$ cat config.mk
export PLATFORM = sky130hd
export DESIGN_NAME = mem_arbiter_rr_flat
export DESIGN_NICKNAME = d
export VERILOG_FILES = /design/src/rtl/mem_arb_pkg.sv /design/src/rtl/mem_arbiter_rr_if.sv /design/src/rtl/mem_arbiter_rr_pick.sv /design/src/rtl/mem_arbiter_rr.sv /design/src/flat_wrapper.sv
export SDC_FILE = /design/constraint.sdc
export NUM_CORES = 1
export LEC_CHECK = 0
export CELL_PAD_IN_SITES_DETAIL_PLACEMENT = 2
export CELL_PAD_IN_SITES_GLOBAL_PLACEMENT = 2
export CORE_MARGIN = 2
export CORE_UTILIZATION = 23
export DETAILED_ROUTE_END_ITERATION = 16
export GPL_ROUTABILITY_DRIVEN = 0
export PLACE_DENSITY_LB_ADDON = 0.1
export SYNTH_ARGS = -nofsm -noshare
export SYNTH_HDL_FRONTEND = slang
export SYNTH_SLANG_ARGS = --single-unit
$ cat constraint.sdc
create_clock -name clk -period 4.2 [get_ports clk]
set_input_delay 1.26 -clock clk [delete_from_list [all_inputs] [get_ports clk]]
set_output_delay 1.26 -clock clk [all_outputs]
set_load 0.05 [all_outputs]
$ cat src/rtl/mem_arb_pkg.sv
// Shared types and helpers for the round-robin memory arbiter.
// Channel counts of 1..8 are supported; the picker pads requests to MAX_CH bits.
package mem_arb_pkg;

    typedef enum logic [1:0] {IDLE, BUSY, RESP} arb_state_t;

    localparam int MAX_CH = 8;

    function automatic int ch_idx_w(input int n);
        return (n > 1) ? $clog2(n) : 1;
    endfunction

    // Returns {valid, index}: first set request scanning from ptr upward, wrapping at n-1.
    function automatic logic [3:0] rr_pick(input logic [MAX_CH-1:0] req,
                                           input logic [2:0]        ptr,
                                           input int                n);
        logic [3:0] res;
        int         idx;
        res = '0;
        for (int k = MAX_CH - 1; k >= 0; k--) begin
            if (k < n) begin
                idx = (int'(ptr) + k) % n;
                if (req[idx]) res = {1'b1, 3'(idx)};
            end
        end
        return res;
    endfunction

endpackage

$ cat src/rtl/mem_arbiter_rr_if.sv
// Channel-side and memory-side bus of the N-channel memory arbiter.
interface mem_arbiter_rr_if #(
    parameter int NUM_CH     = 2,
    parameter int ADDR_WIDTH = 16,
    parameter int DATA_WIDTH = 16
);
    localparam int BE_W = DATA_WIDTH / 8;

    logic [NUM_CH-1:0]            ch_read;
    logic [NUM_CH-1:0]            ch_write;
    logic [NUM_CH*BE_W-1:0]       ch_byte_enable;
    logic [NUM_CH*ADDR_WIDTH-1:0] ch_address;
    logic [NUM_CH*DATA_WIDTH-1:0] ch_wdata;
    logic [NUM_CH-1:0]            ch_resp;
    logic [DATA_WIDTH-1:0]        ch_rdata;

    logic                         pmem_read;
    logic                         pmem_write;
    logic [BE_W-1:0]              pmem_byte_enable;
    logic [ADDR_WIDTH-1:0]        pmem_address;
    logic [DATA_WIDTH-1:0]        pmem_wdata;
    logic                         pmem_resp;
    logic [DATA_WIDTH-1:0]        pmem_rdata;

    modport slave (
        input  ch_read, ch_write, ch_byte_enable, ch_address, ch_wdata,
        input  pmem_resp, pmem_rdata,
        output ch_resp, ch_rdata,
        output pmem_read, pmem_write, pmem_byte_enable, pmem_address, pmem_wdata
    );

    modport master (
        output ch_read, ch_write, ch_byte_enable, ch_address, ch_wdata,
        output pmem_resp, pmem_rdata,
        input  ch_resp, ch_rdata,
        input  pmem_read, pmem_write, pmem_byte_enable, pmem_address, pmem_wdata
    );

endinterface

$ cat src/rtl/mem_arbiter_rr_pick.sv
// rr_pick_comb: combinational wrap-around priority picker, shared with the cache-level arbiter.
module rr_pick_comb
    import mem_arb_pkg::*;
#(
    parameter int NUM_CH   = 2,
    parameter int CH_IDX_W = ch_idx_w(NUM_CH)
) (
    input  logic [NUM_CH-1:0]   req,
    input  logic [CH_IDX_W-1:0] ptr,
    output logic [CH_IDX_W-1:0] idx,
    output logic                valid
);
    logic [MAX_CH-1:0] req_pad;
    logic [2:0]        ptr_pad;
    logic [3:0]        pick;

    assign req_pad = MAX_CH'(req);
    assign ptr_pad = 3'(ptr);
    assign pick    = rr_pick(req_pad, ptr_pad, NUM_CH);
    assign valid   = pick[3];
    assign idx     = CH_IDX_W'(pick[2:0]);

endmodule

$ cat src/rtl/mem_arbiter_rr.sv
// N-channel round-robin arbiter onto one single-port memory (IDLE/BUSY/RESP).
// Define MEM_ARB_FIXED_PRIORITY_EN to replace round-robin with lowest-index-wins.
module mem_arbiter_rr
    import mem_arb_pkg::*;
#(
    parameter int NUM_CH     = 2,
    parameter int ADDR_WIDTH = 16,
    parameter int DATA_WIDTH = 16
) (
    input  logic             clk,
    input  logic             reset,
    mem_arbiter_rr_if.slave  bus
);
    localparam int BE_W     = DATA_WIDTH / 8;
    localparam int CH_IDX_W = ch_idx_w(NUM_CH);

    arb_state_t              state, state_nxt;
    logic [NUM_CH-1:0]       req;
    logic [CH_IDX_W-1:0]     pick_idx;
    logic                    pick_vld;

    logic [CH_IDX_W-1:0]     grant_p1;
    logic                    wr_p1;
    logic [ADDR_WIDTH-1:0]   addr_p1;
    logic [DATA_WIDTH-1:0]   wdata_p1;
    logic [BE_W-1:0]         be_p1;
    logic [DATA_WIDTH-1:0]   rdata_p1;

    assign req = bus.ch_read | bus.ch_write;

`ifdef MEM_ARB_FIXED_PRIORITY_EN
    always_comb begin
        pick_idx = '0;
        pick_vld = 1'b0;
        for (int i = NUM_CH - 1; i >= 0; i--) begin
            if (req[i]) begin
                pick_idx = CH_IDX_W'(i);
                pick_vld = 1'b1;
            end
        end
    end
`else
    logic [CH_IDX_W-1:0] rr_p1;

    rr_pick_comb #(
        .NUM_CH   (NUM_CH),
        .CH_IDX_W (CH_IDX_W)
    ) u_pick (
        .req   (req),
        .ptr   (rr_p1),
        .idx   (pick_idx),
        .valid (pick_vld)
    );

    // Pointer advances only on completion, so an abandoned transaction leaves fairness untouched.
    always_ff @(posedge clk) begin
        if (reset) begin
            rr_p1 <= '0;
        end else if (state == BUSY && bus.pmem_resp) begin
            if (grant_p1 == CH_IDX_W'(NUM_CH - 1)) rr_p1 <= '0;
            else                                   rr_p1 <= grant_p1 + 1'b1;
        end
    end
`endif

    always_ff @(posedge clk) begin
        if (reset) state <= IDLE;
        else       state <= state_nxt;
    end

    always_comb begin
        state_nxt       = state;
        bus.ch_resp     = '0;
        bus.pmem_read   = 1'b0;
        bus.pmem_write  = 1'b0;
        unique case (state)
            IDLE: if (pick_vld) state_nxt = BUSY;
            BUSY: begin
                bus.pmem_read  = ~wr_p1;
                bus.pmem_write = wr_p1;
                if (bus.pmem_resp) state_nxt = RESP;
            end
            RESP: begin
                bus.ch_resp[grant_p1] = 1'b1;
                state_nxt             = IDLE;
            end
            default: state_nxt = IDLE;
        endcase
    end

    // Stage 1: request captured at grant; channel inputs are ignored until the next IDLE.
    always_ff @(posedge clk) begin
        if (reset) begin
            grant_p1 <= '0;
            wr_p1    <= 1'b0;
            addr_p1  <= '0;
            wdata_p1 <= '0;
            be_p1    <= '0;
            rdata_p1 <= '0;
        end else begin
            if (state == IDLE && pick_vld) begin
                grant_p1 <= pick_idx;
                wr_p1    <= bus.ch_write[pick_idx];
                addr_p1  <= bus.ch_address[int'(pick_idx) * ADDR_WIDTH +: ADDR_WIDTH];
                wdata_p1 <= bus.ch_wdata[int'(pick_idx) * DATA_WIDTH +: DATA_WIDTH];
                be_p1    <= bus.ch_byte_enable[int'(pick_idx) * BE_W +: BE_W];
            end
            if (state == BUSY && bus.pmem_resp && !wr_p1) rdata_p1 <= bus.pmem_rdata;
        end
    end

    assign bus.pmem_address     = addr_p1;
    assign bus.pmem_wdata       = wdata_p1;
    assign bus.pmem_byte_enable = be_p1;
    assign bus.ch_rdata         = rdata_p1;

endmodule

$ cat src/flat_wrapper.sv
// flat-port wrapper written by rule: the top's interface ports become plain ports
module mem_arbiter_rr_flat import mem_arb_pkg::*;
#(
    parameter int NUM_CH     = 2,
    parameter int ADDR_WIDTH = 16,
    parameter int DATA_WIDTH = 16
)
  (clk, reset, bus_ch_read, bus_ch_write, bus_ch_byte_enable, bus_ch_address, bus_ch_wdata, bus_pmem_resp, bus_pmem_rdata, bus_ch_resp, bus_ch_rdata, bus_pmem_read, bus_pmem_write, bus_pmem_byte_enable, bus_pmem_address, bus_pmem_wdata);
  mem_arbiter_rr_if #(.NUM_CH(NUM_CH), .ADDR_WIDTH(ADDR_WIDTH), .DATA_WIDTH(DATA_WIDTH)) bus_i ();
  input  logic clk;
  input  logic reset;
  input wire logic [$bits(bus_i.ch_read)-1:0] bus_ch_read;
  input wire logic [$bits(bus_i.ch_write)-1:0] bus_ch_write;
  input wire logic [$bits(bus_i.ch_byte_enable)-1:0] bus_ch_byte_enable;
  input wire logic [$bits(bus_i.ch_address)-1:0] bus_ch_address;
  input wire logic [$bits(bus_i.ch_wdata)-1:0] bus_ch_wdata;
  input wire logic [$bits(bus_i.pmem_resp)-1:0] bus_pmem_resp;
  input wire logic [$bits(bus_i.pmem_rdata)-1:0] bus_pmem_rdata;
  output wire logic [$bits(bus_i.ch_resp)-1:0] bus_ch_resp;
  output wire logic [$bits(bus_i.ch_rdata)-1:0] bus_ch_rdata;
  output wire logic [$bits(bus_i.pmem_read)-1:0] bus_pmem_read;
  output wire logic [$bits(bus_i.pmem_write)-1:0] bus_pmem_write;
  output wire logic [$bits(bus_i.pmem_byte_enable)-1:0] bus_pmem_byte_enable;
  output wire logic [$bits(bus_i.pmem_address)-1:0] bus_pmem_address;
  output wire logic [$bits(bus_i.pmem_wdata)-1:0] bus_pmem_wdata;
  assign bus_i.ch_read = bus_ch_read;
  assign bus_i.ch_write = bus_ch_write;
  assign bus_i.ch_byte_enable = bus_ch_byte_enable;
  assign bus_i.ch_address = bus_ch_address;
  assign bus_i.ch_wdata = bus_ch_wdata;
  assign bus_i.pmem_resp = bus_pmem_resp;
  assign bus_i.pmem_rdata = bus_pmem_rdata;
  assign bus_ch_resp = bus_i.ch_resp;
  assign bus_ch_rdata = bus_i.ch_rdata;
  assign bus_pmem_read = bus_i.pmem_read;
  assign bus_pmem_write = bus_i.pmem_write;
  assign bus_pmem_byte_enable = bus_i.pmem_byte_enable;
  assign bus_pmem_address = bus_i.pmem_address;
  assign bus_pmem_wdata = bus_i.pmem_wdata;
  mem_arbiter_rr #(.NUM_CH(NUM_CH), .ADDR_WIDTH(ADDR_WIDTH), .DATA_WIDTH(DATA_WIDTH)) u_core (.clk(clk), .reset(reset), .bus(bus_i));
endmodule
---- Word level (Yosys, flattened, before mapping) ----
Cells that the tools add are included.
storage, ports and cells
  bits in registers ....................... 55
  word-level logic and storage cells ...... 50
  input port bits ......................... 91
  output and inout bits ................... 54
operators by class
  magnitude comparators ................... 5
  mux-type cells .......................... 18
  bitwise logic cells ..................... 3
  shift operators ......................... 3
  reductions and logical operators ........ 7
  eq/ne operators ......................... 4
  $add $sub $neg .......................... 2
operators with widths
  kind                                                        number
  variable part select 32 x 6 -> 16 bit                       2
  2-to-1 mux 1 bit                                            10
  2-to-1 mux 4 bit                                            2
  2-to-1 mux 2 bit                                            3
  less-than comparator 2 x 5 -> 1 bit, second input constant  1
  logical AND 1 bit                                           4
  less-than comparator 1 x 2 -> 1 bit, second input constant  2
  less-than comparator 1 x 4 -> 1 bit, second input constant  1
  != test 2 bit, second input constant                        2
  one-hot mux 2 bit (2 select lines)                          1
  variable part select 4 x 3 -> 2 bit                         1
  adder 1 bit, second input constant                          2
  binary-select mux 1 bit (select 2 bit)                      1
  == test 2 x 1 -> 1 bit, second input constant               1
  == test 2 bit, second input constant                        1
  logical NOT 2 bit                                           1
  OR 2 bit                                                    1
  AND reduction 2 bit                                         1
  bitwise AND 1 bit, first input constant                     1
  demux 1 bit (select 1 bit)                                  1
  greater-or-equal comparator 1 bit, second input constant    1
  logical NOT 1 bit                                           1
  NOT 1 bit                                                   1

---- Longest topological paths before layout ----
Gate-level depths: netlist (run 1).
  word-level depth ........................ 9
  depth in mapped cells ................... 5
  depth with buffers taken out ............ 3

---- Cells and area by module ----
Synthesis (run 1) repeated with hierarchy kept, for this count alone.
second synthesis, totals
  cell total of the unflattened synthesis .. 253
  area total of the unflattened synthesis .. 2821.5 sq um
by module, submodules not included
  module          seq. area each (sq um)  instances  area an instance (sq um)  cells an instance
  mem_arbiter_rr  1101.1                  1          2803.9                    250
  rr_pick_comb    0.0                     1          17.5                      3

---- Worst setup path after synthesis (run 1) ----
OpenSTA, ideal clock, no wires.
  kind .................................... register to output
  start point ............................. register u_core.state[1]
  end point ............................... output bus_ch_resp[0]
  path slack .............................. 1402 ps
  cell stages (with the launch flop) ...... 2
  arrival ................................. 1538 ps
  path through ............................ dfxtp_1 -> nor3b_1
between the ends
  word-level cells in the longest chain between the ends .. 2
RTL lines
  item                      RTL line              source
  start: declaration        mem_arbiter_rr.sv:17  arb_state_t state, state_nxt;
  start signal: assignment  mem_arbiter_rr.sv:68  else state <= state_nxt;
  == test 2 bit             mem_arbiter_rr.sv:76  unique case (state)
  2-to-1 mux 2 bit          mem_arbiter_rr.sv:76
  end: declaration          flat_wrapper.sv:19    output wire logic [$bits(bus_i.ch_resp)-1:0] bus_ch_resp;
No other way between the ends.

---- Final worst setup path (run 1) ----
  start point ............................. register u_core.state[0]
  end point ............................... output bus_pmem_write
between the ends
  word-level cells in the longest chain between the ends .. 2
RTL lines
  item                    RTL line              source
  == test 2 x 1 -> 1 bit  mem_arbiter_rr.sv:76
  2-to-1 mux 1 bit        mem_arbiter_rr.sv:76
  end: declaration        flat_wrapper.sv:22    output wire logic [$bits(bus_i.pmem_write)-1:0] bus_pmem_write;
No other way between the ends.

==> out/qor.csv, run 1 <==
stage,metric,value,unit
detailed_routing,drt_drc_violations_left,0,
synthesis,compound_gate_portion_of_the_synthesized_area,0.3699,
synthesis,ys.warnings.count,0,
finish,final.fill_count,1273,
clocking,post_cts_buffers,0,
outcome,run_status,"finished, final reports clean",
sta,grt_setup_unrepaired,false,
synthesis,synthXorXnorAreaFrac,0,
synthesis,post_synth_fa_ha_maj_area_fraction,0,
global_routing,via_count_of_the_first_global_routing_pass,3138,
worst_setup_path,worstSetupStartpointType,flip-flop,
synthesis,yosys.area_share.simple,0.1512,
worst_setup_path,arrival,2.19,ns
global_routing,grt_antenna_before_repair,0,
finish,area_delta_synth_final,63.34,%
floorplanning,floorplan.die.width,111.3,um
global_routing,globalRouteMet3Util,0.04210,
synthesis,synth_cell_type_count,24,
synthesis,syn-mean-instance-area,8.771,sq um
power,irDropWorstVdd,207.3,uV
floorplanning,rows,39,
min_path,hold_path_class,flip-flop to flip-flop,
worst_setup_path,rr_worst_depth,3,
worst_setup_path,critical_path.endpoint_type,output port,
detailed_routing,drtPass1Iterations,5,
finish,final_layout_size_suffix_gt1_frac,0.1241,
min_path,hold_end,u_core.bus.ch_rdata[7],
sta,timing.final.ws_setup,0.7538,ns
sta,setup-violations-final,0,
floorplanning,top_level_ports,145,
place,dp.final_hpwl,7052,um
power,cellLeakagePower,0.001415,uW
sta,finalHoldWorstSlack,0.4581,ns
synthesis,netlist.area_leader.share,0.4157,
sta,timing.clock.skew,0.01074,ns
synthesis,yosysSeqAreaShare,0.4157,
synthesis,synth_top_family_by_area,compound AO/OA/AOI/OAI gates,
clocking,tritoncts,done,
run,cap_viol_max_count,0,
clocking,post_cts_hold_buffer_count,0,
place,pre_cts_slack,0.8355,ns
sta,max_freq,0.2902,GHz
worst_setup_path,worstPathRequired,2.94,ns
sta,layout_min_cycle_time,3.446,ns
sta,timing.final.hold_violations,0,
floorplanning,initial_cell_density_of_the_core,0.2340,
synthesis,ys_seq_elements,55,
synthesis,netlist.top_cell.by_area,dfxtp_1,
global_routing,global_route_wire_length_before_repair,16830,um
synthesis,synth_top_cells_by_area,"dfxtp_1 42%, a311oi_2 17%, a21oi_1 10%",
worst_setup_path,rrSetupSlack,2.40,ns
synthesis,post_synth_mux_area_share,0,
synthesis,mappedNetlistNets,393,
clocking,clock-root-buffer,clkbuf_16,
sta,setup_total_negative_slack,0,ns
worst_setup_path,crit_fanout,6,
min_path,hold_path.startpoint,u_core.bus.ch_rdata[7],
clocking,clock_latency,0.29,ns
detailed_routing,wire_per_inst,18.84,um
worst_setup_path,r2r_end,u_core.wr_p1,
clocking,cts.repair.resized,0,
synthesis,synth_cells,302,
power,power-per-cell-area,378.4,nW/um^2
detailed_routing,detailedRoute.firstIterationViolations,86,
floorplanning,die_h,111.3,um
clocking,clkTransAtPathRegs,0.08,ns
clocking,cts_buffer_depth,2,
finish,fin_nets,517,
clocking,clock_tree.htree_level_count,2,
worst_setup_path,timing.rr.start,u_core.state[0],
clocking,clock_sink_count,55,
detailed_routing,routed_wirelength,10740,um
min_path,hold_path_depth,2,
sta,max_slew_vio_count,0,
global_routing,gr-usage-met2,0.3024,
finish,insertedDiodeCount,0,
detailed_routing,vias_per_cell,5.042,
detailed_routing,num_vias,2874,
global_routing,grt_busiest_layer,met2,
clocking,cts_made_buffers,5,
synthesis,syn_area,2649,sq um
global_routing,total_routing_usage_gr,0.1687,
global_routing,grt_start_max_net_pins,39,
sta,worst_slew_margin_rel,0.2861,
sta,share_of_the_clock_period_used_by_the_worst_path_after_layout,0.8205,
floorplanning,core_region_area,11320,sq um
global_routing,grt.met1_usage,0.2044,
sta,timing_worst_slew_pin_value,1.071,ns
global_routing,global_route.overflow_total,0,
detailed_routing,ant_nets,0,
floorplanning,die_area,12390,sq um
worst_setup_path,critical_path_class,flip-flop to output port,
place,place.port_buffers,144,
==> through the flow <==
step	power [uW]	instance area [sq um]	utilization	cells
6_report	1637	4327	0.3822	570
2_1_floorplan	988.8	2649	-	302
4_1_cts	1658	4327	0.3822	570
3_3_place_gp	1224	4182	0.3694	562
3_5_place_dp	1232	4182	0.3694	562
5_1_grt	1715	4327	0.3822	570
==> Yosys cell counts, drive strengths merged <==
cell / instances
dfxtp: 55
a21oi: 54
a311oi: 36
nand2: 35
nand3: 35
o21ai: 35
clkbuf: 24
buf: 11
nor2: 3
and2: 2
nor2b: 2
a21bo: 1
and3b: 1
nand2b: 1
nand4bb: 1
nor3b: 1
nor4bb: 1
o21ba: 1
o21bai: 1
or2: 1
or4: 1
==> worst max-delay path, stage by stage, from the launching register on <==
cell and delay [ns]:
dfxtp_1 0.45, nor2b_1 0.43, and2_1 0.19, clkdlybuf4s50_1 0.82
==> cell type report <==
type / instances / area (sq um) / area share
Timing Repair Buffer: 152 / 1496 / 0.3459
Multi-Input combinational cell: 212 / 1405 / 0.3248
Sequential cell: 55 / 1101 / 0.2545
Tap cell: 143 / 178.9 / 0.04135
Clock buffer: 5 / 125.1 / 0.02892
Clock inverter: 3 / 20.02 / 0.004627
==> sequential cells by signal (all words and copies together), names as in the netlist <==
name and count:
u_core.bus.pmem_byte_enable 2, u_core.state 2, u_core.grant_p1 1, u_core.bus.pmem_address 16
u_core.bus.pmem_wdata 16, u_core.rr_p1 1, u_core.bus.ch_rdata 16, u_core.wr_p1 1
==> where the power goes <==
part	switching [uW]	internal, uW	total, uW
registers	33.8	575	608
logic	369	237	606
clock network	202	221	423
==> layer usage <==
layer  part of all wire  wire [um]  vias up
met5                  0          0        -
met4             0.0092         99        0
met3              0.057        617        6
met2               0.50       5403       85
met1               0.43       4617     1417
li1                   -          -     1366
==> cell families (layout without fill, tap and decap cells) <==
kind of cell,Yosys count,in the layout
AOI/OAI and AO/OA,128,128
buffers and inverters,35,160
DFF,55,55
and+or+nand+nor,84,84
==> cells in the final DEF (no fill, tap or decap), drive strengths merged, types with 2 or more instances in the layout <==
cell,netlist,layout
clkdlybuf4s50,0,143
dfxtp,55,55
a21oi,54,54
a311oi,36,36
nand2,35,35
o21ai,35,35
nand3,35,35
buf,11,9
clkbuf,24,5
nor2,3,3
nor2b,2,2
clkinvlp,0,2
and2,2,2
==> how the worst max path moves through the flow <==
stage,from,cells after the start,endpoint
2_1_floorplan,u_core.state[1],1,bus_ch_resp[0]
3_3_place_gp,bus_ch_write[1],4,u_core.bus.pmem_byte_enable[0]
3_5_place_dp,bus_ch_write[1],4,u_core.bus.pmem_address[2]
4_1_cts,u_core.state[0],3,bus_pmem_read
5_1_grt,u_core.state[0],3,bus_pmem_read
6_report,u_core.state[0],3,bus_pmem_write
(Power assumes the default switching activity.)
==> run 2: changes to the inputs <==
CORE_UTILIZATION = 19   (was 23)
clock period = 3.03 ns   (was 4.2 ns; I/O delays follow)
==> run 2 against run 1 <==
Effect of this change:
- critical path depth is 1 lower
- non-clock buffer count is 6 higher
- clock skew is 0.0016 ns lower
- critical endpoint is now bus_ch_resp[0]
- largest power group is now combinational logic
==> out/qor.csv, run 2 (synthesized netlist as in run 1, its figures left out) <==
stage,metric,value,unit,change
place,place.port_buffers,144,,unchanged
sta,grt_setup_unrepaired,false,,
floorplanning,floorplan.die.width,122.1,um,+9.7%
worst_setup_path,r2r_end,u_core.bus.pmem_address[1],,
finish,register_area,1101,sq um,unchanged
clocking,cts_buffer_depth,2,,unchanged
floorplanning,die_h,122.1,um,+9.7%
detailed_routing,wire_per_inst,17.81,um,-5.4%
finish,multi_input_gate_area_in_the_final_layout,1405,sq um,unchanged
detailed_routing,detailedRoute.firstIterationViolations,93,,+8.1%
outcome,run_status,"finished, final reports clean",,
global_routing,global_route.overflow_total,0,,unchanged
clocking,clock_tree.htree_level_count,2,,unchanged
sta,worst_slew_margin_rel,0.6294,,+0.3433
floorplanning,die_area,14900,sq um,+20%
power,share_clk_of_total_power,0.289,,+0.031
detailed_routing,routed_wirelength,10920,um,+1.7%
worst_setup_path,worstPathRequired,2.12,ns,-0.82 ns
clocking,cts.repair.resized,0,,unchanged
detailed_routing,drtPass1Iterations,4,,-1
clocking,tritoncts,done,,
worst_setup_path,critPathMaxStageDelay,0.85,ns,+0.03 ns
sta,max_freq,0.3626,GHz,
worst_setup_path,critical_path_class,flip-flop to output port,,
power,cellLeakagePower,0.001484,uW,+4.8%
finish,area_delta_synth_final,69.53,%,
floorplanning,rows,43,,+10%
detailed_routing,drt_drc_violations_left,0,,unchanged
clocking,post_cts_buffers,0,,unchanged
finish,final_layout_size_suffix_gt1_frac,0.1409,,+0.01676
clocking,clkTransAtPathRegs,0.08,ns,about the same
clocking,clock_latency,0.30,ns,about the same
sta,timing.final.hold_violations,0,,unchanged
worst_setup_path,crit_slowest_cell,clkdlybuf4s50_1,,
place,dp.final_hpwl,7457,um,+5.8%
sta,timing_worst_slew_pin_value,0.5542,ns,-0.5167 ns
power,irDropWorstVdd,208.7,uV,+0.72%
floorplanning,top_level_ports,145,,unchanged
worst_setup_path,worstSetupStartpointType,flip-flop,,
min_path,hold_path_class,flip-flop to flip-flop,,
clocking,clock_sink_count,55,,unchanged
run,cap_viol_max_count,0,,unchanged
detailed_routing,vias_per_cell,4.695,,-6.9%
clocking,clock-root-buffer,clkbuf_16,,
sta,setup_total_negative_slack,0,ns,unchanged
clocking,post_cts_hold_buffer_count,0,,unchanged
worst_setup_path,worstSetupEndpoint,bus_ch_resp[0],,
sta,timing.clock.skew,0.009164,ns,-0.001581 ns
global_routing,total_routing_usage_gr,0.1436,,-0.02509
global_routing,global_route_wire_length_before_repair,16550,um,-1.7%
finish,post-route-cell-area,4491,sq um,+3.8%
sta,finalHoldWorstSlack,0.4601,ns,+0.001932 ns
power,switching_share,0.3585,,-0.01108
power,p_seq_frac,0.351,,-0.021
detailed_routing,num_vias,2878,,+0.14%
worst_setup_path,crit_fanout,6,,unchanged
finish,mostFrequentLayoutCell,clkdlybuf4s50_1,,
finish,final.fill_count,1565,,+23%
global_routing,grt_start_max_net_pins,39,,unchanged
sta,layout_min_cycle_time,2.758,ns,
finish,insertedDiodeCount,0,,unchanged
sta,share_of_the_clock_period_used_by_the_worst_path_after_layout,0.9101,,
worst_setup_path,rrSetupSlack,1.56,ns,-0.84 ns
clocking,cts_made_buffers,5,,unchanged
power,internal_power,1542,uW,+49%
power,power-per-cell-area,535.2,nW/um^2,+41%
global_routing,grt_antenna_before_repair,0,,unchanged
sta,setup-violations-final,0,,unchanged
worst_setup_path,path_cells,"nor3b_1, clkdlybuf4s50_1",,
floorplanning,initial_cell_density_of_the_core,0.1923,,-0.04166
worst_setup_path,arrival,1.85,ns,-0.34 ns
place,place_area,4318,sq um,+3.3%
worst_setup_path,rr_worst_depth,4,,+1
finish,fin_nets,523,,+1.2%
worst_setup_path,timing.rr.start,u_core.state[0],,
worst_setup_path,critical_path.endpoint_type,output port,,
global_routing,via_count_of_the_first_global_routing_pass,3175,,+1.2%
worst_setup_path,setup.worst_path.start,u_core.state[1],,
detailed_routing,ant_nets,0,,unchanged
sta,max_slew_vio_count,0,,unchanged
finish,most_used_cells_in_the_layout_excluding_fill_and_tap_cells,"141 x clkdlybuf4s50_1, 55 x dfxtp_1, 54 x a21oi_1",,
floorplanning,core_region_area,13770,sq um,+22%
power,pwr-share-comb,0.360,,-0.010
power,total_switching_power,861.6,uW,+42%
==> run 2: cell count changes in the layout (fill, tap and decap cells not counted) <==
cell / change
inv_6: +1
clkinvlp_4: -2
bufinv_16: +1
buf_4: +4
buf_12: +4
clkinv_4: +1
clkdlybuf4s50_1: -2
clkinv_2: -1
==> run 2: power by group through the flow <==
| stage | Clock [uW] | Combinational [uW] | Sequential, uW |
|---|---|---|---|
| global route | 749 | 921 | 853 |
| global placement | 0 | 868 | 859 |
| floorplan | 0 | 289 | 1080 |
| CTS | 721 | 879 | 845 |
| finish | 695 | 866 | 843 |
| detailed placement | 0 | 877 | 861 |
==> run 2: critical path, delay by kind of cell, from the launching register on <==
family | cells | cell delay [ns]
DFF | 1 | 0.48
and+or+nand+nor | 1 | 0.22
buffers and inverters | 1 | 0.85
==> run 2: layout make-up <==
type                    count  area share
clock buffers               5     0.02786
clock inverters             3     0.01059
multi-input cells         212      0.3129
flip-flops and latches     55      0.2452
well taps                 180     0.05015
repair buffers            158      0.3533
==> run 2: how the worst min path moves through the flow <==
| stage | startpoint | to | slack [ns] | depth (start not counted) |
|---|---|---|---|---|
| 6_report | u_core.bus.ch_rdata[3] | u_core.bus.ch_rdata[3] | 0.46 | 2 |
| 5_1_grt | u_core.bus.ch_rdata[1] | u_core.bus.ch_rdata[1] | 0.48 | 2 |
| 4_1_cts | u_core.bus.ch_rdata[3] | u_core.bus.ch_rdata[3] | 0.46 | 2 |
| 3_5_place_dp | u_core.bus.ch_rdata[3] | u_core.bus.ch_rdata[3] | 0.45 | 2 |
| 3_3_place_gp | u_core.bus.ch_rdata[8] | u_core.bus.ch_rdata[8] | 0.44 | 2 |
| 2_1_floorplan | u_core.grant_p1 | u_core.rr_p1 | 0.46 | 1 |
==> run 2: routing by layer <==
layer,routed length [um],GRT usage,share of wire
met1,4610,0.1618,0.42
met2,5584,0.2720,0.51
met3,639,0.03043,0.059
met4,83,0.03664,0.0076
met5,0,0,0
==> run 2: per-stage QoR <==
| step | std cells | power (uW) | util | setup slack (ns) |
|---|---|---|---|---|
| after global placement | 605 | 1727 | 0.3135 | 0.2484 |
| after CTS | 613 | 2446 | 0.3260 | 0.2576 |
| after floorplan | 302 | 1371 | - | 0.5834 |
| final | 613 | 2403 | 0.3260 | 0.2723 |
| after detailed placement | 605 | 1738 | 0.3135 | 0.1476 |
| after global routing | 613 | 2524 | 0.3260 | 0.1570 |
